[config.mk]
export PLATFORM = sky130hd
export DESIGN_NAME = pipe_hazard_unit_flat
export DESIGN_NICKNAME = d
export VERILOG_FILES = /design/src/rtl/pipe_hazard_unit_pkg.sv /design/src/rtl/pipe_hazard_unit_if.sv /design/src/rtl/hazard_md_counter.sv /design/src/rtl/pipe_hazard_unit.sv /design/src/flat_wrapper.sv
export SDC_FILE = /design/constraint.sdc
export NUM_CORES = 1
export LEC_CHECK = 0
export BUFFER_PORTS_ARGS = -buffer_cell sky130_fd_sc_hd__buf_4
export CORE_ASPECT_RATIO = 1.2
export CORE_MARGIN = 2
export CORE_UTILIZATION = 25
export CTS_CLUSTER_SIZE = 30
export DETAILED_ROUTE_END_ITERATION = 6
export SLEW_MARGIN = 15
export SYNTH_ARGS = -nofsm -noshare
export SYNTH_HDL_FRONTEND = slang
export SYNTH_SLANG_ARGS = --single-unit
[constraint.sdc]
create_clock -name clk -period 2.5 [get_ports clk]
set_clock_uncertainty 0.05 [all_clocks]
set_input_delay 0.25 -clock clk [delete_from_list [all_inputs] [get_ports clk]]
set_output_delay 0.25 -clock clk [all_outputs]
set_load 0.01 [all_outputs]
[src/rtl/pipe_hazard_unit_pkg.sv]
// Shared widths, forward-select encoding and MD latency defaults for the hazard unit.
package pipe_hazard_unit_pkg;
   localparam int RA_W         = 5;
   localparam int FWD_GRF      = 0;
   localparam int DEF_MULT_LAT = 5;
   localparam int DEF_DIV_LAT  = 10;

   typedef logic [RA_W-1:0] reg_addr_t;

   // Select width: 0 = GRF plus one code per tracked stage.
   function automatic int fwd_sel_w(input int stages);
      return $clog2(stages + 1);
   endfunction
endpackage

[src/rtl/pipe_hazard_unit_if.sv]
// D-stage hazard query and stall/forward answer between datapath and hazard unit.
interface pipe_hazard_unit_if #(
   parameter int NUM_RD = 2,
   parameter int STAGES = 3,
   parameter int TW     = 2
);
   import pipe_hazard_unit_pkg::*;
   localparam int SW = fwd_sel_w(STAGES);

   reg_addr_t [NUM_RD-1:0]                  d_ra;
   logic      [NUM_RD-1:0][TW-1:0]          d_tuse;
   logic                                    d_we;
   reg_addr_t                               d_wa;
   logic      [TW-1:0]                      d_tnew;
   logic                                    d_md_start;
   logic                                    d_md_div;
   logic                                    d_md_use;
   logic                                    stall;
   logic      [NUM_RD-1:0][SW-1:0]          d_fwd_sel;
   logic      [STAGES-1:0][NUM_RD-1:0][SW-1:0] stg_fwd_sel;
   logic                                    md_busy;

   modport master (
      output d_ra, d_tuse, d_we, d_wa, d_tnew, d_md_start, d_md_div, d_md_use,
      input  stall, d_fwd_sel, stg_fwd_sel, md_busy
   );
   modport slave (
      input  d_ra, d_tuse, d_we, d_wa, d_tnew, d_md_start, d_md_div, d_md_use,
      output stall, d_fwd_sel, stg_fwd_sel, md_busy
   );
endinterface

[src/rtl/hazard_md_counter.sv]
// MULT/DIV busy counter: loads the op latency on start, counts down to idle.
module hazard_md_counter #(
   parameter int MULT_LAT = 5,
   parameter int DIV_LAT  = 10
) (
   input  logic clk,
   input  logic reset,
   input  logic start,
   input  logic div,
   output logic busy
);
   localparam int CW = $clog2(DIV_LAT + 1);

   logic [CW-1:0] cnt;

   always_ff @(posedge clk) begin
      if (reset)
         cnt <= '0;
      else if (start)
         cnt <= div ? CW'(DIV_LAT) : CW'(MULT_LAT);
      else if (cnt != '0)
         cnt <= cnt - CW'(1);
   end

   assign busy = (cnt != '0);
endmodule

[src/rtl/pipe_hazard_unit.sv]
// Stall/forward controller: tracks E..W writers in its own scoreboard and
// resolves D-stage and per-stage operand sources, plus HI/LO busy stalls.
module pipe_hazard_unit
   import pipe_hazard_unit_pkg::*;
#(
   parameter int NUM_RD   = 2,
   parameter int STAGES   = 3,
   parameter int TW       = 2,
   parameter int MULT_LAT = DEF_MULT_LAT,
   parameter int DIV_LAT  = DEF_DIV_LAT
) (
   input logic               clk,
   input logic               reset,
   pipe_hazard_unit_if.slave hz
);
   localparam int SW = fwd_sel_w(STAGES);

   typedef struct packed {
      reg_addr_t     wa;
      logic          we;
      logic [TW-1:0] tnew;
   } entry_t;

   entry_t [STAGES-1:0]                         sb;
   // Read addresses are only consulted by stages that still have older stages behind them.
   logic   [STAGES-2:0][NUM_RD-1:0][RA_W-1:0]   sb_ra;
   logic                                        e0_md;
   logic   [NUM_RD-1:0]                         port_stall;
   logic                                        md_busy_w;
   logic                                        stall;

   function automatic logic hit(input entry_t e, input reg_addr_t ra);
      return e.we && (e.wa == ra) && (ra != '0);
   endfunction

   function automatic entry_t age(input entry_t e);
      entry_t a;
      a = e;
      if (a.tnew != '0) a.tnew = a.tnew - TW'(1);
      return a;
   endfunction

   // D operands: first match from E upward decides, older writers never considered.
   for (genvar p = 0; p < NUM_RD; p++) begin : g_dport
      logic [SW-1:0] sel;
      logic          stl;
      always_comb begin
         logic found;
         found = 1'b0;
         sel   = SW'(FWD_GRF);
         stl   = 1'b0;
         for (int s = 0; s < STAGES; s++) begin
            if (!found && hit(sb[s], hz.d_ra[p])) begin
               found = 1'b1;
               stl   = sb[s].tnew > hz.d_tuse[p];
               if (sb[s].tnew == '0) sel = SW'(s + 1);
            end
         end
      end
      assign hz.d_fwd_sel[p] = sel;
      assign port_stall[p]   = stl;
   end

   for (genvar k = 0; k < STAGES; k++) begin : g_stg
      for (genvar p = 0; p < NUM_RD; p++) begin : g_port
         logic [SW-1:0] sel;
         if (k < STAGES - 1) begin : g_scan
            always_comb begin
               logic found;
               found = 1'b0;
               sel   = SW'(FWD_GRF);
               for (int j = k + 1; j < STAGES; j++) begin
                  if (!found && hit(sb[j], sb_ra[k][p])) begin
                     found = 1'b1;
                     if (sb[j].tnew == '0) sel = SW'(j + 1);
                  end
               end
            end
         end else begin : g_last
            assign sel = SW'(FWD_GRF);
         end
         assign hz.stg_fwd_sel[k][p] = sel;
      end
   end

   // A just-issued mult/div in E counts as busy even before the counter is visible.
   assign stall = (|port_stall) || (hz.d_md_use && (md_busy_w || e0_md));

   always_ff @(posedge clk) begin
      if (reset) begin
         sb    <= '0;
         sb_ra <= '0;
         e0_md <= 1'b0;
      end else begin
         for (int s = 1; s < STAGES; s++)     sb[s]    <= age(sb[s-1]);
         for (int s = 1; s < STAGES - 1; s++) sb_ra[s] <= sb_ra[s-1];
         if (stall) begin
            sb[0]    <= '0;
            sb_ra[0] <= '0;
            e0_md    <= 1'b0;
         end else begin
            sb[0].wa   <= hz.d_wa;
            sb[0].we   <= hz.d_we;
            sb[0].tnew <= hz.d_tnew;
            sb_ra[0]   <= hz.d_ra;
            e0_md      <= hz.d_md_start;
         end
      end
   end

   hazard_md_counter #(.MULT_LAT(MULT_LAT), .DIV_LAT(DIV_LAT)) u_md (
      .clk   (clk),
      .reset (reset),
      .start (hz.d_md_start && !stall),
      .div   (hz.d_md_div),
      .busy  (md_busy_w)
   );

   assign hz.stall   = stall;
   assign hz.md_busy = md_busy_w;
endmodule

[src/flat_wrapper.sv]
// flat-port wrapper written by rule: the top's interface ports become plain ports
module pipe_hazard_unit_flat import pipe_hazard_unit_pkg::*;
#(
   parameter int NUM_RD   = 2,
   parameter int STAGES   = 3,
   parameter int TW       = 2,
   parameter int MULT_LAT = DEF_MULT_LAT,
   parameter int DIV_LAT  = DEF_DIV_LAT
)
  (clk, reset, hz_d_ra, hz_d_tuse, hz_d_we, hz_d_wa, hz_d_tnew, hz_d_md_start, hz_d_md_div, hz_d_md_use, hz_stall, hz_d_fwd_sel, hz_stg_fwd_sel, hz_md_busy);
  pipe_hazard_unit_if #(.NUM_RD(NUM_RD), .STAGES(STAGES), .TW(TW)) hz_i ();
  input logic clk;
  input logic reset;
  input wire logic [$bits(hz_i.d_ra)-1:0] hz_d_ra;
  input wire logic [$bits(hz_i.d_tuse)-1:0] hz_d_tuse;
  input wire logic [$bits(hz_i.d_we)-1:0] hz_d_we;
  input wire logic [$bits(hz_i.d_wa)-1:0] hz_d_wa;
  input wire logic [$bits(hz_i.d_tnew)-1:0] hz_d_tnew;
  input wire logic [$bits(hz_i.d_md_start)-1:0] hz_d_md_start;
  input wire logic [$bits(hz_i.d_md_div)-1:0] hz_d_md_div;
  input wire logic [$bits(hz_i.d_md_use)-1:0] hz_d_md_use;
  output wire logic [$bits(hz_i.stall)-1:0] hz_stall;
  output wire logic [$bits(hz_i.d_fwd_sel)-1:0] hz_d_fwd_sel;
  output wire logic [$bits(hz_i.stg_fwd_sel)-1:0] hz_stg_fwd_sel;
  output wire logic [$bits(hz_i.md_busy)-1:0] hz_md_busy;
  assign hz_i.d_ra = hz_d_ra;
  assign hz_i.d_tuse = hz_d_tuse;
  assign hz_i.d_we = hz_d_we;
  assign hz_i.d_wa = hz_d_wa;
  assign hz_i.d_tnew = hz_d_tnew;
  assign hz_i.d_md_start = hz_d_md_start;
  assign hz_i.d_md_div = hz_d_md_div;
  assign hz_i.d_md_use = hz_d_md_use;
  assign hz_stall = hz_i.stall;
  assign hz_d_fwd_sel = hz_i.d_fwd_sel;
  assign hz_stg_fwd_sel = hz_i.stg_fwd_sel;
  assign hz_md_busy = hz_i.md_busy;
  pipe_hazard_unit #(.NUM_RD(NUM_RD), .STAGES(STAGES), .TW(TW), .MULT_LAT(MULT_LAT), .DIV_LAT(DIV_LAT)) u_core (.clk(clk), .reset(reset), .hz(hz_i));
endmodule
# Word level (Yosys, flattened, before mapping)
# Index checks and enable logic that the tools add are counted.
[op_classes] addsub=3 mul=0 n_div=0 magnitude_cmp=6 n_eq_ne=12 shift=0 mux=38 bitwise_logic=0 reduce_logical=56
[op_table] operator="5-bit equality test" n=12
[op_table] operator="2-bit two-way mux" n=21
[op_table] operator="1-bit logical AND" n=32
[op_table] operator="5-bit nonzero test" n=6
[op_table] operator="1-bit two-way mux" n=14
[op_table] operator="2-bit > comparator" n=6
[op_table] operator="4-bit two-way mux" n=3
[op_table] operator="1-bit zero test" n=7
[op_table] operator="2-bit zero test" n=3
[op_table] operator="2-bit nonzero test" n=3
[op_table] operator="4-bit nonzero test" n=1
[op_table] operator="2-bit OR reduction" n=2
[op_table] operator="2-bit by 1-bit subtractor with 2-bit output, second input constant" n=2
[op_table] operator="4-bit by 1-bit subtractor with 4-bit output, second input constant" n=1
[op_table] operator="1-bit logical OR" n=2
[totals] ff_bits=49 latchBits=0 ram_bits=0 romBits=0 inputBits=27 output_inout_bits=18 elab_cells=130 mem_count=0

# Longest topological paths before layout
# Gate-level depths: netlist (run 1).
[logic_depth] word_depth=15 mapped_depth=9 depth_no_buf=8

# By module
# Synthesis (run 1) repeated with hierarchy kept, for this count alone.
[unflattened] hier_cells=331 hier_area_um2=2960.3
[by_module_without_submodules] mod="pipe_hazard_unit" instances=1 cells_each=305 area_per_inst_um2=2727.6
[by_module_without_submodules] mod="hazard_md_counter" instances=1 cells_each=26 area_per_inst_um2=232.7

# Worst setup path after synthesis (run 1)
# No wires, ideal clock.
[synth_timing] path_kind="input to register" startpoint="input port hz_d_ra[0]" endpoint="register u_core.u_md.cnt[0]" setup_time_ns=0.121 arrival_time_ns=2.108 required_ns=2.329 setup_slack_ns=0.221 path_stages=7 n_path_buf=1 cell_sequence="clkbuf_1 -> xnor2_1 -> nand4_1 -> or2_2 -> a311o_1 -> nor3_2 -> mux2_2"
[synth_between] elab_chain_len=15
[synth_lines] item="from (decl)" line="flat_wrapper.sv:14" source="input wire logic [$bits(hz_i.d_ra)-1:0] hz_d_ra;"
[synth_lines] item="5-bit equality test" line="pipe_hazard_unit.sv:33" source="return e.we && (e.wa == ra) && (ra != '0);"
[synth_lines] item="1-bit logical AND (2 in series)" line="pipe_hazard_unit.sv:33"
[synth_lines] item="1-bit two-way mux" line="pipe_hazard_unit.sv:53" source="if (!found && hit(sb[s], hz.d_ra[p])) begin"
[synth_lines] item="1-bit zero test" line="pipe_hazard_unit.sv:53"
[synth_lines] item="1-bit logical AND" line="pipe_hazard_unit.sv:53"
[synth_lines] item="1-bit two-way mux" line="pipe_hazard_unit.sv:53"
[synth_lines] item="1-bit zero test" line="pipe_hazard_unit.sv:53"
[synth_lines] item="1-bit logical AND" line="pipe_hazard_unit.sv:53"
[synth_lines] item="1-bit two-way mux (*)" line="pipe_hazard_unit.sv:53"
[synth_lines] item="2-bit OR reduction (*)" line="pipe_hazard_unit.sv:87" source="assign stall = (|port_stall) || (hz.d_md_use && (md_busy_w || e0_md));"
[synth_lines] item="1-bit logical OR (*)" line="pipe_hazard_unit.sv:87"
[synth_lines] item="1-bit zero test (*)" line="pipe_hazard_unit.sv:114" source=".start (hz.d_md_start && !stall),"
[synth_lines] item="1-bit logical AND (*)" line="pipe_hazard_unit.sv:114"
[synth_lines] item="4-bit two-way mux / 2-bit nonzero test (equally long branches)"
[synth_lines] item="to (signal assigned)" line="hazard_md_counter.sv:20" source="cnt <= div ? CW'(DIV_LAT) : CW'(MULT_LAT);"
[synth_lines] item="to (signal assigned)" line="hazard_md_counter.sv:22" source="cnt <= cnt - CW'(1);"
[synth_lines] item="to (decl)" line="hazard_md_counter.sv:14" source="logic [CW-1:0] cnt;"
# Mark *: on every way between the ends. The rest lies on a longest branch, timed or not.
# A chain may end at the register's enable or synchronous reset.

# Worst setup path in the final report (run 1)
[layout_timing] startpoint="register u_core.sb[23] in the netlist's numbering" endpoint="output port hz_d_fwd_sel[3]"
[layout_between] elab_chain_len=5
[layout_lines] item="from (decl)" line="pipe_hazard_unit.sv:24" source="entry_t [STAGES-1:0] sb;"
[layout_lines] item="5-bit equality test" line="pipe_hazard_unit.sv:33"
[layout_lines] item="1-bit logical AND (2 in series)" line="pipe_hazard_unit.sv:33"
[layout_lines] item="1-bit logical AND" line="pipe_hazard_unit.sv:53"
[layout_lines] item="2-bit two-way mux" line="pipe_hazard_unit.sv:53"
[layout_lines] item="to (decl)" line="flat_wrapper.sv:23" source="output wire logic [$bits(hz_i.d_fwd_sel)-1:0] hz_d_fwd_sel;"
# Every way passes these cells.

==> flow_summary_export.csv, run 1 <==
group,metric,value,unit
outcome,status,"finished clean",
cells_and_area,fin_cells,498,
drt,vias_per_cell,4.470,
worst_setup_path,max_stage_delay,0.42,ns
pwr,combPwrFrac,29.6,%
synthesis,netlist_area,0.002766,mm2
drt,via_count,2226,
sta,drv_slew,0,
cells_and_area,final_common_cell,"buf_4",
clock_tree,cts.path.max_buffers,2,
worst_setup_path,critPathSlowestCell,"or4_4",
clock_tree,clk_latency,0.29,ns
worst_setup_path,critPathKind,"reg2out",
synthesis,synthCells,303,
die,core_area,0.01093,mm2
synthesis,synth-seq-area-share,35.46,%
die,initial_core_util,25.31,%
sta,hold_viol,0,
worst_setup_path,crit_buf_inv,2,
cells_and_area,syn_to_final_growth,30.53,%
synthesis,avgSynthCellArea,9.130,um2
cells_and_area,most-common-layout-cells,"buf_4, xnor2_1, dfxtp_1",
worst_setup_path,critical-path-top-delay-family,"simple AND/OR/NAND/NOR gates",
cells_and_area,diodes,0,
synthesis,ys.flop_type,"dfxtp_1",
worst_setup_path,cp_max_fo,2,
drt,routedWlPerCell,13.87,um
sta,relSlewSlack,66.28,%
pwr,p_leak,1.526,nW
pwr,p_int,1.670,mW
sta,min_period,2.449,ns
worst_hold_path,min_from,"hz_d_wa[2]",
pwr,peakVddDrop,0.0003485,V
global_route,grt-ovfl-total,0,
drt,drtAntennaViolNets,0,
pwr,seqPwrFrac,41.2,%
global_route,grt_max_degree,35,
worst_setup_path,r2r_end,"u_core.u_md.cnt[0]",
drt,drt_iter0_drc,65,
die,io_pins,45,
synthesis,async_flop_share,0,%
drt,wirelength,6.909,mm
global_route,grt_pass1_wl,11.43,mm
synthesis,ys_ff_latch,49,
synthesis,yosysUniqueCellTypes,45,
worst_setup_path,r2r-start,"u_core.sb[15]",
clock_tree,cts.sinks,49,
cells_and_area,nets,406,
place,dp_slack,-0.1846,ns
pwr,p_clk_share,29.2,%
sta,setup_ws,0.05122,ns
die,rows,42,
place,io_buffers,40,
sta,hold_slack,0.1098,ns
clock_tree,hold_buffers,0,
clock_tree,cts_root_buf,"clkbuf_16",
drt,first_pass_iters,4,
worst_setup_path,r2r_cells,8,
sta,rsz0062_at_grt,"yes",
place,placed_cells,483,
die,die_y,119.2,um
sta,finalSetupViolations,0,
worst_setup_path,endpoint_kind,"output pin",
worst_setup_path,crit_top_cell,"buf_4",
global_route,antenna_found_initial,0,
synthesis,synth_edf_count,0,
die,die_area,0.01193,mm2
clock_tree,htreeDepth,2,
sta,worst_pin_slew,0.4979,ns
clock_tree,cts_tree,"done",
worst_setup_path,critical_path_arrival,2.15,ns
cells_and_area,drive_gt1_share,30.05,%
global_route,track_usage,12.33,%
flow_run,maxCapViolations,0,
worst_setup_path,reg2reg_slack,0.23,ns
worst_setup_path,cp.required,2.20,ns
worst_hold_path,whs_path_depth,2,
place,gp_congestion,0.8529,
worst_hold_path,hp-class,"in2reg",
pwr,sw_frac_of_total,30.56,%
drt,drc,0,
sta,fin_crit_sh,97.95,%
pwr,p_sw,735.0,uW
worst_setup_path,cp-start-kind,"flop",
clock_tree,cts_buffers,5,
clock_tree,clk_pin_slew,0.07,ns
sta,finalSetupTns,0,ns
sta,max_freq,408.4,MHz
die,die_w,100.0,um
worst_setup_path,cp_cell_sequence,"xor2_1, nor4_2, o211ai_1, buf_4, or4_4, o41ai_2, buf_4",
cells_and_area,utilization,33.04,%
synthesis,ys_warn_count,0,
global_route,grt_pass1_vias,2267,
place,dp_hpwl,5.372,mm
worst_hold_path,hold_end,"u_core.sb[5]",
pwr,power.density,666.1,mW/mm2
-- synthesized netlist by cell type (all sizes together) (10+ instances only) --
library cell,instances,area share [%]
and2,19,4.3
clkbuf,15,2.0
dfxtp,49,35
ha,14,6.3
inv,10,1.4
nor2,12,1.6
nor2b,25,5.7
nor4,11,3.0
xnor2,40,13
xor2,18,5.7
-- state kept, by name, summed over array words and instances, names as in the netlist --
| signal | count |
|---|---|
| u_core.sb_ra | 20 |
| u_core.sb | 24 |
| u_core.e0_md | 1 |
| u_core.u_md.cnt | 4 |
-- per-layer routing --
layer / vias up / GRT usage, % / routed length [um]
li1: 1148 / - / -
met1: 1033 / 14.93 / 2962
met2: 35 / 21.92 / 3617
met3: 10 / 1.702 / 164
met4: 0 / 4.623 / 165
met5: - / 0 / 0
-- worst max-delay path by stage --
stage,from,to,slack [ns],cells after the start
finish,u_core.sb[23],hz_d_fwd_sel[3],0.05,7
CTS,u_core.sb[4],hz_stall,0.003,6
global route,u_core.sb[23],hz_d_fwd_sel[3],-0.05,7
global placement,hz_d_ra[6],u_core.sb_ra[3],-0.12,7
detailed placement,hz_d_ra[6],u_core.sb_ra[3],-0.18,7
floorplan,hz_d_ra[0],u_core.u_md.cnt[0],0.22,7
-- power groups by stage --
stage | clock network [mW] | registers, mW | logic [mW]
global placement | 0 | 1.00 | 0.666
detailed placement | 0 | 1.01 | 0.676
finish | 0.702 | 0.991 | 0.712
global route | 0.754 | 1.01 | 0.797
CTS | 0.714 | 0.990 | 0.716
floorplan | 0 | 0.964 | 0.503
-- timing repair --
item                       4_1_cts  5_1_grt
setup endpoints to repair        5        4
pin swaps                        6        5
setup buffers                    5        2
gates resized for setup         15       11
-- layout make-up --
class	count	area [um2]
Fill cell	1124	7320
Multi-Input combinational cell	225	1690
Sequential cell	49	1003
Clock inverter	2	16.27
Inverter	10	37.54
Timing Repair Buffer	74	559.3
Clock buffer	6	138.9
Tap cell	132	165.2
-- per-stage QoR --
| step | power [mW] | instance area [um2] |
|---|---|---|
| 6_report | 2.405 | 3611 |
| 5_1_grt | 2.556 | 3611 |
| 4_1_cts | 2.420 | 3566 |
| 3_5_place_dp | 1.684 | 3333 |
| 3_3_place_gp | 1.667 | 3333 |
| 2_1_floorplan | 1.467 | 2778 |
-- logic make-up (layout without fill, tap and decap cells) --
kind of cell	Yosys count	in the layout	share of synthesized area (%)
compound gates	36	36	9.634
xor+xnor	58	58	18.36
fa+ha+maj	14	14	6.332
buf+inv	32	92	5.427
flops	49	49	35.46
mux	2	2	0.8141
other cells	1	4	0.1356
simple gates	111	111	23.83
Note: power is estimated with default switching activity, not from simulation.
==> run 2: changes to the inputs <==
- BUFFER_PORTS_ARGS: -buffer_cell sky130_fd_sc_hd__buf_4 -> -buffer_cell sky130_fd_sc_hd__buf_2
- SETUP_SLACK_MARGIN: not set -> 0.1
==> run 2 against run 1 <==
Effect of this change:
- register-to-register slack got worse by 0.06 ns
- via count rose by 5.4%
- critical path depth did not move
- final area is 3.1% higher
- sequential power is essentially flat
- critical endpoint is now hz_stall
- fmax barely moved
- power grew 6.7%
==> flow_summary_export.csv, run 2 (same netlist as run 1, synthesis figures left out) <==
group,metric,value,unit
worst_setup_path,endpoint_kind,"output pin",
global_route,track_usage,12.63,%
place,io_buffers,40,
sta,worst_pin_slew,0.7104,ns
place,dp_hpwl,5.473,mm
die,core_area,0.01093,mm2
sta,fin_crit_sh,97.98,%
sta,hold_viol,0,
outcome,status,"finished clean",
sta,max_freq,408.2,MHz
drt,first_pass_iters,4,
clock_tree,clk_latency,0.29,ns
die,die_area,0.01193,mm2
worst_setup_path,max_stage_delay,0.58,ns
pwr,power.density,689.2,mW/mm2
worst_setup_path,crit_top_cell,"buf_6",
sta,finalSetupTns,0,ns
drt,drc,0,
cells_and_area,diodes,0,
global_route,grt_pass1_wl,11.65,mm
sta,hold_slack,0.1024,ns
clock_tree,cts_buffers,5,
drt,drt_iter0_drc,89,
sta,rsz0062_at_grt,"yes",
place,placed_area,0.003263,mm2
die,io_pins,45,
worst_setup_path,r2r-start,"u_core.sb[0]",
worst_setup_path,critical_path_arrival,2.15,ns
die,rows,42,
drt,routedWlPerCell,14.36,um
cells_and_area,largest_register,"u_core.sb",
clock_tree,clk_pin_slew,0.07,ns
cells_and_area,reg.largest.list,"u_core.sb: 24 flops, u_core.sb_ra: 20 flops, u_core.u_md.cnt: 4 flops",
clock_tree,cts.sinks,49,
drt,highest_layer,"met4",
worst_hold_path,hp-class,"in2reg",
worst_setup_path,critPathSlowestCell,"or4_4",
clock_tree,cts.path.max_buffers,2,
sta,drv_slew,0,
sta,min_period,2.449,ns
cells_and_area,final_common_cell,"buf_4",
worst_setup_path,cp_cell_sequence,"buf_6, or4_4, o211ai_4, a2111oi_4, a311o_2, or3_4, buf_6",
cells_and_area,drive_gt1_share,35.03,%
cells_and_area,largest_reg_flops,24,
worst_hold_path,min_from,"hz_d_wa[0]",
drt,via_count,2347,
cells_and_area,final_cell_area,0.003724,mm2
flow_run,maxCapViolations,0,
pwr,peakVddDrop,0.0003183,V
die,initial_core_util,25.31,%
worst_setup_path,critPathKind,"in2out",
global_route,grt_max_degree,35,
drt,wl_met2,3.778,mm
sta,relSlewSlack,52.64,%
clock_tree,cts_root_buf,"clkbuf_16",
global_route,grt-ovfl-total,0,
cells_and_area,syn_to_final_growth,34.60,%
worst_setup_path,crit_path_start,"hz_d_ra[6]",
drt,wirelength,7.264,mm
clock_tree,cts_tree,"done",
clock_tree,hold_buffers,0,
worst_setup_path,cp.required,2.20,ns
drt,routed-wl-met3,176,um
cells_and_area,utilization,34.07,%
drt,vias_per_cell,4.638,
cells_and_area,nets,415,
worst_setup_path,cp_max_fo,3,
global_route,antenna_found_initial,0,
sta,finalSetupViolations,0,
die,die_w,100.0,um
die,die_y,119.2,um
global_route,grt_pass1_vias,2406,
drt,drtAntennaViolNets,0,
cells_and_area,most-common-layout-cells,"buf_4, buf_2, dfxtp_1",
worst_setup_path,cp-start-kind,"primary input",
place,gp_congestion,0.8657,
drt,m1WireLength,2.975,mm
clock_tree,htreeDepth,2,
pwr,p_leak,1.595,nW
[run 2: repair_timing]
action,4_1_cts,5_1_grt
resized for setup,26,24
pin swaps,13,7
hold endpoints to repair,0,0
setup endpoints to repair,22,28
setup buffers,8,4
[run 2: final timing paths]
| check | end | slack, ns | depth (start not counted) |
|---|---|---|---|
| min reg2reg | u_core.sb[16] | 0.42 | 1 |
| max reg2reg | u_core.u_md.cnt[2] | 0.17 | 10 |
| max | hz_stall | 0.05 | 7 |
| min | u_core.sb[3] | 0.10 | 2 |
[run 2: cell type report]
type	count	area [um2]
multi-input combinational	225	1799
sequential	49	1002
inverter	10	37.54
clock buffer	5	125.1
timing repair buffer	83	555.5
fill	1144	7207
clock inverter	2	38.79
tap	132	165.2
[run 2: report_power, final]
part | switching [mW] | internal, mW
registers | 0.108 | 0.884
logic | 0.375 | 0.432
clock network | 0.297 | 0.470
[run 2: per-stage QoR]
stage	worst slack, ns	cells	total power, mW
floorplan	0.2211	306	1.467
global placement	-0.1124	487	1.646
detailed placement	-0.1544	487	1.675
CTS	0.02675	502	2.520
global route	-0.03399	506	2.709
finish	0.05051	506	2.566
[run 2: worst max-delay path, delay by kind of cell]
kind            cells  cell delay [ns]
simple gates        2             0.97
buf+inv             2             0.22
compound gates      3             0.71
[run 2: metal layers]
layer / up-vias / global-route usage [%]
li1: 1168 / -
met1: 1108 / 14.29
met2: 50 / 22.89
met3: 21 / 2.171
met4: 0 / 5.565
met5: - / 0
